### src/rtl/muldiv_pkg.sv
// muldiv_pkg: shared op encodings and controller states for muldiv_unit.
package muldiv_pkg;

  localparam logic [1:0] OP_MUL = 2'b00;
  localparam logic [1:0] OP_DIV = 2'b01;
  localparam logic [1:0] OP_MOD = 2'b10;

  typedef enum logic [1:0] {
    S_IDLE = 2'd0,
    S_RUN  = 2'd1,
    S_DONE = 2'd2
  } state_t;

endpackage

### src/rtl/muldiv_unit.sv
// muldiv_unit: bit-serial multiply / restoring divide / modulo engine.
// One operation per accepted start, WIDTH step cycles, one-cycle done pulse.
// Optional build macro MULDIV_SIGNED_EN enables two's-complement operation
// (magnitude conversion, sign fixup, MIN / -1 overflow flag).
module muldiv_unit
  import muldiv_pkg::*;
#(
  parameter int WIDTH = 16
) (
  input  logic             clk,
  input  logic             rst,
  input  logic             start,
  input  logic [1:0]       op,
  input  logic             sgn,
  input  logic [WIDTH-1:0] a,
  input  logic [WIDTH-1:0] b,
  output logic             busy,
  output logic             done,
  output logic [WIDTH-1:0] result_lo,
  output logic [WIDTH-1:0] result_hi,
  output logic             dz,
  output logic             ov,
  output logic             Z,
  output logic             N
);

  localparam int CNT_W = $clog2(WIDTH) + 1;
  localparam logic [CNT_W-1:0] LAST_STEP = CNT_W'(WIDTH - 1);
  localparam logic [WIDTH-1:0] MIN_VAL = {1'b1, {(WIDTH-1){1'b0}}};

  state_t             state;
  logic [CNT_W-1:0]   cnt;
  logic               div_q;      // DIV or MOD in flight
  logic               mod_q;      // modulo op in flight (swaps result halves)
  logic [WIDTH-1:0]   opnd_q;     // multiplicand (MUL) or divisor (DIV/MOD) magnitude
  logic [2*WIDTH:0]   acc;        // {carry/remainder, multiplier/quotient}
  logic [2*WIDTH:0]   acc_nxt;
  logic [WIDTH:0]     sum;
  logic [WIDTH:0]     rem_sh;

  logic               sgn_eff;
  logic               a_neg, b_neg;
  logic [WIDTH-1:0]   a_mag, b_mag;
  logic               start_div, start_mod, start_dz;

  logic [2*WIDTH-1:0] prod_fix;
  logic [WIDTH-1:0]   quo_fix, rem_fix;
  logic [WIDTH-1:0]   fin_lo, fin_hi;
  logic [WIDTH-1:0]   dz_lo, dz_hi;

`ifdef MULDIV_SIGNED_EN
  logic               sa_q, sb_q;
  logic               ov_pend, ov_q;
  assign sgn_eff = sgn;
  assign ov      = ov_q;
`else
  assign sgn_eff = sgn & 1'b0;
  assign ov      = 1'b0;
`endif

  assign busy = (state == S_RUN);
  assign done = (state == S_DONE);

  // Operand decode at the start boundary: signs, magnitudes, divide-by-zero.
  assign a_neg     = sgn_eff & a[WIDTH-1];
  assign b_neg     = sgn_eff & b[WIDTH-1];
  assign a_mag     = a_neg ? -a : a;
  assign b_mag     = b_neg ? -b : b;
  assign start_div = (op == OP_DIV) || (op == OP_MOD);
  assign start_mod = (op == OP_MOD);
  assign start_dz  = start_div && (b == '0);
  assign dz_lo     = start_mod ? a : '1;
  assign dz_hi     = start_mod ? '1 : a;

  // One arithmetic step: shift-add for MUL, shift/trial-subtract for DIV.
  // NOTE: every variable written here gets a default first so no latch is inferred.
  always_comb begin
    acc_nxt = acc;
    sum     = '0;
    rem_sh  = '0;
    if (!div_q) begin
      sum     = acc[2*WIDTH:WIDTH] + (acc[0] ? {1'b0, opnd_q} : '0);
      acc_nxt = {sum, acc[WIDTH-1:0]} >> 1;
    end else begin
      rem_sh = acc[2*WIDTH-1:WIDTH-1];
      if (rem_sh >= {1'b0, opnd_q})
        acc_nxt = {rem_sh - {1'b0, opnd_q}, acc[WIDTH-2:0], 1'b1};
      else
        acc_nxt = {rem_sh, acc[WIDTH-2:0], 1'b0};
    end
  end

  // Sign fixup on the final step's raw result, then map onto result_lo/hi.
  always_comb begin
`ifdef MULDIV_SIGNED_EN
    prod_fix = (sa_q ^ sb_q) ? -acc_nxt[2*WIDTH-1:0] : acc_nxt[2*WIDTH-1:0];
    quo_fix  = (sa_q ^ sb_q) ? -acc_nxt[WIDTH-1:0] : acc_nxt[WIDTH-1:0];
    rem_fix  = sa_q ? -acc_nxt[2*WIDTH-1:WIDTH] : acc_nxt[2*WIDTH-1:WIDTH];
`else
    prod_fix = acc_nxt[2*WIDTH-1:0];
    quo_fix  = acc_nxt[WIDTH-1:0];
    rem_fix  = acc_nxt[2*WIDTH-1:WIDTH];
`endif
    if (!div_q) begin
      fin_lo = prod_fix[WIDTH-1:0];
      fin_hi = prod_fix[2*WIDTH-1:WIDTH];
    end else if (mod_q) begin
      fin_lo = rem_fix;
      fin_hi = quo_fix;
    end else begin
      fin_lo = quo_fix;
      fin_hi = rem_fix;
    end
  end

  // Controller and datapath registers: accept, step WIDTH times, publish.
  // NOTE: all state here uses non-blocking assignment so every register
  // samples pre-edge values regardless of statement order.
  always_ff @(posedge clk or negedge rst) begin
    if (!rst) begin
      state     <= S_IDLE;
      cnt       <= '0;
      div_q     <= 1'b0;
      mod_q     <= 1'b0;
      opnd_q    <= '0;
      acc       <= '0;
      result_lo <= '0;
      result_hi <= '0;
      dz        <= 1'b0;
      Z         <= 1'b0;
      N         <= 1'b0;
`ifdef MULDIV_SIGNED_EN
      sa_q      <= 1'b0;
      sb_q      <= 1'b0;
      ov_pend   <= 1'b0;
      ov_q      <= 1'b0;
`endif
    end else begin
      case (state)
        S_RUN: begin
          acc <= acc_nxt;
          cnt <= cnt + 1'b1;
          if (cnt == LAST_STEP) begin
            state     <= S_DONE;
            result_lo <= fin_lo;
            result_hi <= fin_hi;
            Z         <= (fin_lo == '0);
            N         <= fin_lo[WIDTH-1];
`ifdef MULDIV_SIGNED_EN
            ov_q      <= ov_pend;
`endif
          end
        end
        default: begin
          if (start) begin
            div_q  <= start_div;
            mod_q  <= start_mod;
            cnt    <= '0;
            opnd_q <= start_div ? b_mag : a_mag;
            acc    <= {{(WIDTH+1){1'b0}}, (start_div ? a_mag : b_mag)};
            dz     <= start_dz;
`ifdef MULDIV_SIGNED_EN
            sa_q    <= a_neg;
            sb_q    <= b_neg;
            ov_pend <= sgn_eff && start_div && (a == MIN_VAL) && (b == '1);
            ov_q    <= 1'b0;
`endif
            if (start_dz) begin
              state     <= S_DONE;
              result_lo <= dz_lo;
              result_hi <= dz_hi;
              Z         <= (dz_lo == '0);
              N         <= dz_lo[WIDTH-1];
            end else begin
              state <= S_RUN;
            end
          end else begin
            state <= S_IDLE;
          end
        end
      endcase
    end
  end

endmodule
### config.mk
export PLATFORM = sky130hd
export DESIGN_NAME = muldiv_unit
export DESIGN_NICKNAME = d
export VERILOG_FILES = /design/src/rtl/muldiv_pkg.sv /design/src/rtl/muldiv_unit.sv
export SDC_FILE = /design/constraint.sdc
export NUM_CORES = 1
export LEC_CHECK = 0
export ABC_AREA = 1
export BUFFER_PORTS_ARGS = -buffer_cell sky130_fd_sc_hd__buf_2
export CAP_MARGIN = 30
export CORE_MARGIN = 10
export CORE_UTILIZATION = 55
export CTS_CLUSTER_DIAMETER = 50
export DETAILED_ROUTE_END_ITERATION = 10
export PLACE_DENSITY = 0.75
export SLEW_MARGIN = 20
export SYNTH_ARGS = -nofsm -noshare
export SYNTH_HDL_FRONTEND = slang
export SYNTH_SLANG_ARGS = --single-unit
### constraint.sdc
create_clock -name clk -period 3.16 [get_ports clk]
set_input_delay 0.474 -clock clk [delete_from_list [all_inputs] [get_ports clk]]
set_output_delay 0.474 -clock clk [all_outputs]
set_load 0.005 [all_outputs]
# After elaboration in Yosys (flattened, before gate mapping)
# Cells that the tools add are included.
# word_totals
regBits	93
output_inout_bits	38
# classes
add_sub_neg	3
order_cmp	1
eq_ne	6
muxes	35
n_bitwise	1
reduce_logical	9
# op_table
cell	n
$mux 16	17
$mux 33	4
$logic_not 16->1	3
$add 17x16->17	1
$ge 17x16->1	1
$sub 17x16->17	1
$mux 5	2
$mux 1	8
$mux 2	4
$add 5x1->5 const B	1
$eq 5x4->1 const B	1
$eq 2x1->1 const B	2
$eq 2x2->1 const B	2
$reduce_bool 2->1	2
$reduce_and 3->1	1
$ne 2x1->1 const B	1
$reduce_and 2->1	1
$logic_and 1x1->1	1
$logic_or 1x1->1	1
$not 1->1	1

# Longest topological paths before layout
# depth
ltp_word	8
mapped_depth	22
ltp_nobuf	20

# Least setup slack after synthesis
# No wires, ideal clock.
# synth_timing
path_type	flip-flop to flip-flop
start	reg acc[0]
end	reg Z
setup_time_ns	0.073
arrival_ns	2.811
path_slack_ns	0.276
stages_incl_launch_ff	21
path_cell_list	dfrtp_1 clkbuf_1 buf_1 nand2_1 inv_1 ha_1 inv_1 fa_1 o21ai_1 a21oi_1 nor2_1 nor2_1 nand2_1 nand3_1 nand2_1 nand2_1 nor2_1 nand2_1 nor2_1 nand3_1 a21oi_2
# synth_via
elab_chain_len	8
# synth_lines
element	line	text
from (decl)	muldiv_unit.sv:36	logic [2*WIDTH:0] acc;
from (signal assigned)	muldiv_unit.sv:141	acc <= acc_nxt;
from (signal assigned)	muldiv_unit.sv:160	acc <= {{(WIDTH+1){1'b0}}, (start_div ? a_mag : b_mag)};
$mux 16	muldiv_unit.sv:82	sum = acc[2*WIDTH:WIDTH] + (acc[0] ? {1'b0, opnd_q} : '0);
$add 17x16->17	muldiv_unit.sv:82	
$mux 33 *	muldiv_unit.sv:81	if (!div_q) begin
$mux 16	muldiv_unit.sv:107	end else if (mod_q) begin
$mux 16 *	muldiv_unit.sv:104	if (!div_q) begin
$logic_not 16->1 *	muldiv_unit.sv:147	Z <= (fin_lo == '0);
$mux 1 *	muldiv_unit.sv:143	if (cnt == LAST_STEP) begin
$mux 1 *	muldiv_unit.sv:139	case (state)
to (signal assigned)	muldiv_unit.sv:147	
to (signal assigned)	muldiv_unit.sv:172	Z <= (dz_lo == '0);
to (decl)	muldiv_unit.sv:23	output logic Z,
# Every way passes the cells marked *; elsewhere a longest branch is shown, timed or not. The select of a mux whose other input is x is not followed.
# A chain may end at the register's enable or synchronous reset.

# Final worst setup path
# layout_timing
start	reg acc[18]
end	reg Z
# layout_via
elab_chain_len	8
# layout_lines
element	line	text
$sub 17x16->17 or $ge 17x16->1 (tied branches)	muldiv_unit.sv:87, muldiv_unit.sv:86	
$mux 33	muldiv_unit.sv:86	if (rem_sh >= {1'b0, opnd_q})
$mux 33 *	muldiv_unit.sv:81	
$mux 16	muldiv_unit.sv:107	
$mux 16 *	muldiv_unit.sv:104	
$logic_not 16->1 *	muldiv_unit.sv:147	
$mux 1 *	muldiv_unit.sv:143	
$mux 1 *	muldiv_unit.sv:139	
# Marks and branches as above.

==> metrics.txt <==
crit-path cells=ha_1, nand2_2, inv_1, nand2_1, nand2_2, nand2_2, nand3_2, nand2_4, nand2_8, nand2_1, o21ai_0, nand2_1, o21ai_1, nor2_1, nand3_2, nor2_2, nand3_1, a21oi_2; Pleak=4.31 nW; status=completed; Comb pwr share=65.9%; H-tree Lvls=3; TritonCTS buffer count=9; Ant. Diodes=0; Flop pwr share=23.0%; dpl hpwl=17900 µm; Clock Skews=0.00699 ns; Synth Instances=1096; PwrDens=1100 nW/µm²; Die Wd=136 µm; Initial Utilization=56.0%; worst skew pair latency=0.35 ns; EDFF count, synth=0; CP max-delay cell=dfrtp_1; DRC viols=0; overall global routing resource usage=24.7%; post-route ant nets=0; clk buf depth=2; max-slew violations=0; # IOs=76; class of the most critical setup path=flip-flop to flip-flop; R2R depth=18; WL final=23200 µm; share of layout cells above drive strength 1=12.8%; crit-path max cell delay=0.43 ns; largest net degree at the start of global routing=59; CTS tree=yes; DRT iter0 DRCs=781; CP startpoint kind=flip-flop; Final Power=9.01 mW; Nets=1222; Synth area leaders=dfrtp_1 31%, nand2_1 17%, inv_1 7.2%; final setup vio count=0; Crit path arrival time=3.19 ns; vias in the first global route=7031; Final GP Congestion=0.964; Rows=42; syn nets=1171; die footprint=18500 µm²; CP endpoint kind=flip-flop; Pint=4.28 mW; clock power share=11.1%; sequential area share after synthesis=31.2%; Area Overhead vs Synth=10.6%; worst path required time=3.44 ns; routed vias=7640; Max Cap Viol=0; switching power=4.73 mW; Slew Limit Headroom=47.2%; DR WL/cell=17.5 µm; Sw Ratio=52.5%; fraction of registers with async set/reset=100%; final hold vios=0; Least-Margin Pin Slew=0.792 ns; clock slew seen by the registers of the worst setup and hold paths=0.06 ns; synth unique cells=51; Critical Path Fanout Max=19; routed vias/inst=5.76; register bit count reported by yosys=92; netlist area before placement=7390 µm²; Final period util=92.4%; peak supply drop=0.00119 V; synthesized area per cell=6.74 µm²; Die Ht=136 µm; postcts setup bufs=0; worst hold path class=primary input to async pin; CTS Sinks=92; drt pass-1 iters=5; CTS Root Cell=clkbuf_16; first-pass GRT wire length=36400 µm; top-area cell type share of the netlist area=31.2%; Synth area leader=dfrtp_1; Synth warnings=0; core area=13200 µm²; dominant synthesized flop cell=dfrtp_1; post-layout minimum cycle time=2.92 ns; RSZ-0062 raised after global routing=false; I/O Buffers=73; GR Overflow Total=0; Setup TNS=0 ns; initial antenna violation count=0; flop2flop setup slack=0.24 ns; maximum clock rate=0.343 GHz
-- final timing paths --
kind,to,start
worst max-delay path,Z$_DFFE_PN0P_,acc[18]$_DFFE_PN0P_
max in group asynchronous,result_lo[1]$_DFFE_PN0P_,rst
worst min-delay path,opnd_q[14]$_DFFE_PN0P_,rst
worst max register to register,Z$_DFFE_PN0P_,acc[18]$_DFFE_PN0P_
worst min register to register,result_hi[15]$_DFFE_PN0P_,result_hi[15]$_DFFE_PN0P_
min in group clk,opnd_q[8]$_DFFE_PN0P_,b[8]
-- what timing repair did --
action | in CTS | in global routing
setup endpoints to repair | 0 | 3
resized for setup | 0 | 6
hold endpoints to repair | 0 | 0
hold buffers | 0 | 0
-- worst max-delay path, delay by kind of cell (launching register included) --
kind | cells | cell delay (ns)
AOI/OAI and AO/OA | 3 | 0.37
adders and majority gates | 1 | 0.40
buffers and inverters | 1 | 0.04
DFF | 1 | 0.43
and+or+nand+nor | 13 | 1.59
-- cells in the mapped netlist (all sizes together), types with 4 or more instances --
library cell	number
o21ai	89
o2111ai	10
nand3	73
nor4	8
a22o	21
a31oi	4
xor2	6
a21oi	50
nand2	351
ha	35
nand4	19
clkbuf	32
o211ai	29
dfrtp	92
o221ai	13
buf	19
nor2	71
nor3	4
inv	145
-- metrics by stage --
stage	cells	util [%]	area, µm²	setup slack [ns]	hold WS [ns]
detailed placement	1312	59.9	7900	0.188	0.461
global placement	1312	59.9	7900	0.250	0.459
global route	1327	61.9	8170	0.00241	0.268
finish	1327	61.9	8170	0.240	0.208
CTS	1327	61.8	8160	0.136	0.230
floorplan	1096	-	7390	0.276	0.178
-- layout make-up --
| class | count | area [µm²] |
|---|---|---|
| well taps | 176 | 220 |
| repair buffers | 91 | 515 |
| inverters | 146 | 548 |
| multi-input cells | 807 | 4320 |
| clock inverters | 4 | 27.5 |
| clock buffers | 11 | 233 |
| flip-flops and latches | 92 | 2300 |
| fillers | 1262 | 5020 |
-- power by group through the flow --
stage | clock (mW) | combinational, mW | sequential [mW]
CTS | 1.01 | 5.86 | 2.07
detailed placement | 0 | 5.82 | 2.09
global route | 1.05 | 6.62 | 2.14
floorplan | 0 | 4.24 | 2.02
finish | 0.998 | 5.94 | 2.08
global placement | 0 | 5.76 | 2.08
-- placed cells by master (no fill, tap or decap), types with 3 or more instances in the layout --
| master | n |
|---|---|
| nand2_1 | 341 |
| inv_1 | 142 |
| dfrtp_1 | 91 |
| o21ai_0 | 85 |
| buf_2 | 72 |
| nand3_1 | 65 |
| nor2_1 | 63 |
| a21oi_1 | 46 |
| ha_1 | 34 |
| o211ai_1 | 29 |
| a22o_1 | 21 |
| nand4_1 | 19 |
| buf_4 | 18 |
| o221ai_1 | 13 |
| o2111ai_1 | 10 |
| clkbuf_16 | 9 |
| nand2_2 | 8 |
| nor4_1 | 8 |
| nand3_2 | 7 |
| nor2_2 | 6 |
| xor2_1 | 6 |
| a31oi_1 | 4 |
| inv_2 | 3 |
| a21oi_2 | 3 |
| or2_2 | 3 |
| a21o_1 | 3 |
| nor3_1 | 3 |
| o21bai_1 | 3 |
| o22ai_1 | 3 |
| clkinvlp_4 | 3 |
-- cell families after synthesis --
kind of cell    synth area share [%]
xor+xnor                       0.711
buf+inv                         10.7
other cells                   0.0508
compound gates                  19.7
simple gates                    31.3
flops                           31.2
fa+ha+maj                       6.47
-- sequential cells by signal, summed over array words and instances (netlist names) --
| signal | flops |
|---|---|
| acc | 33 |
| result_lo | 16 |
| state | 2 |
| Z | 1 |
| mod_q | 1 |
| result_hi | 16 |
| opnd_q | 16 |
| div_q | 1 |
| cnt | 5 |
| dz | 1 |
-- per-layer routing --
| metal | track usage, % | up-vias | share of wire [%] |
|---|---|---|---|
| li1 | - | 3743 | - |
| met1 | 32.7 | 3578 | 43 |
| met2 | 39.7 | 272 | 47 |
| met3 | 3.73 | 47 | 6.0 |
| met4 | 9.53 | 0 | 3.4 |
| met5 | 0 | - | 0 |
No activity file was read; power rests on OpenSTA's default activity.
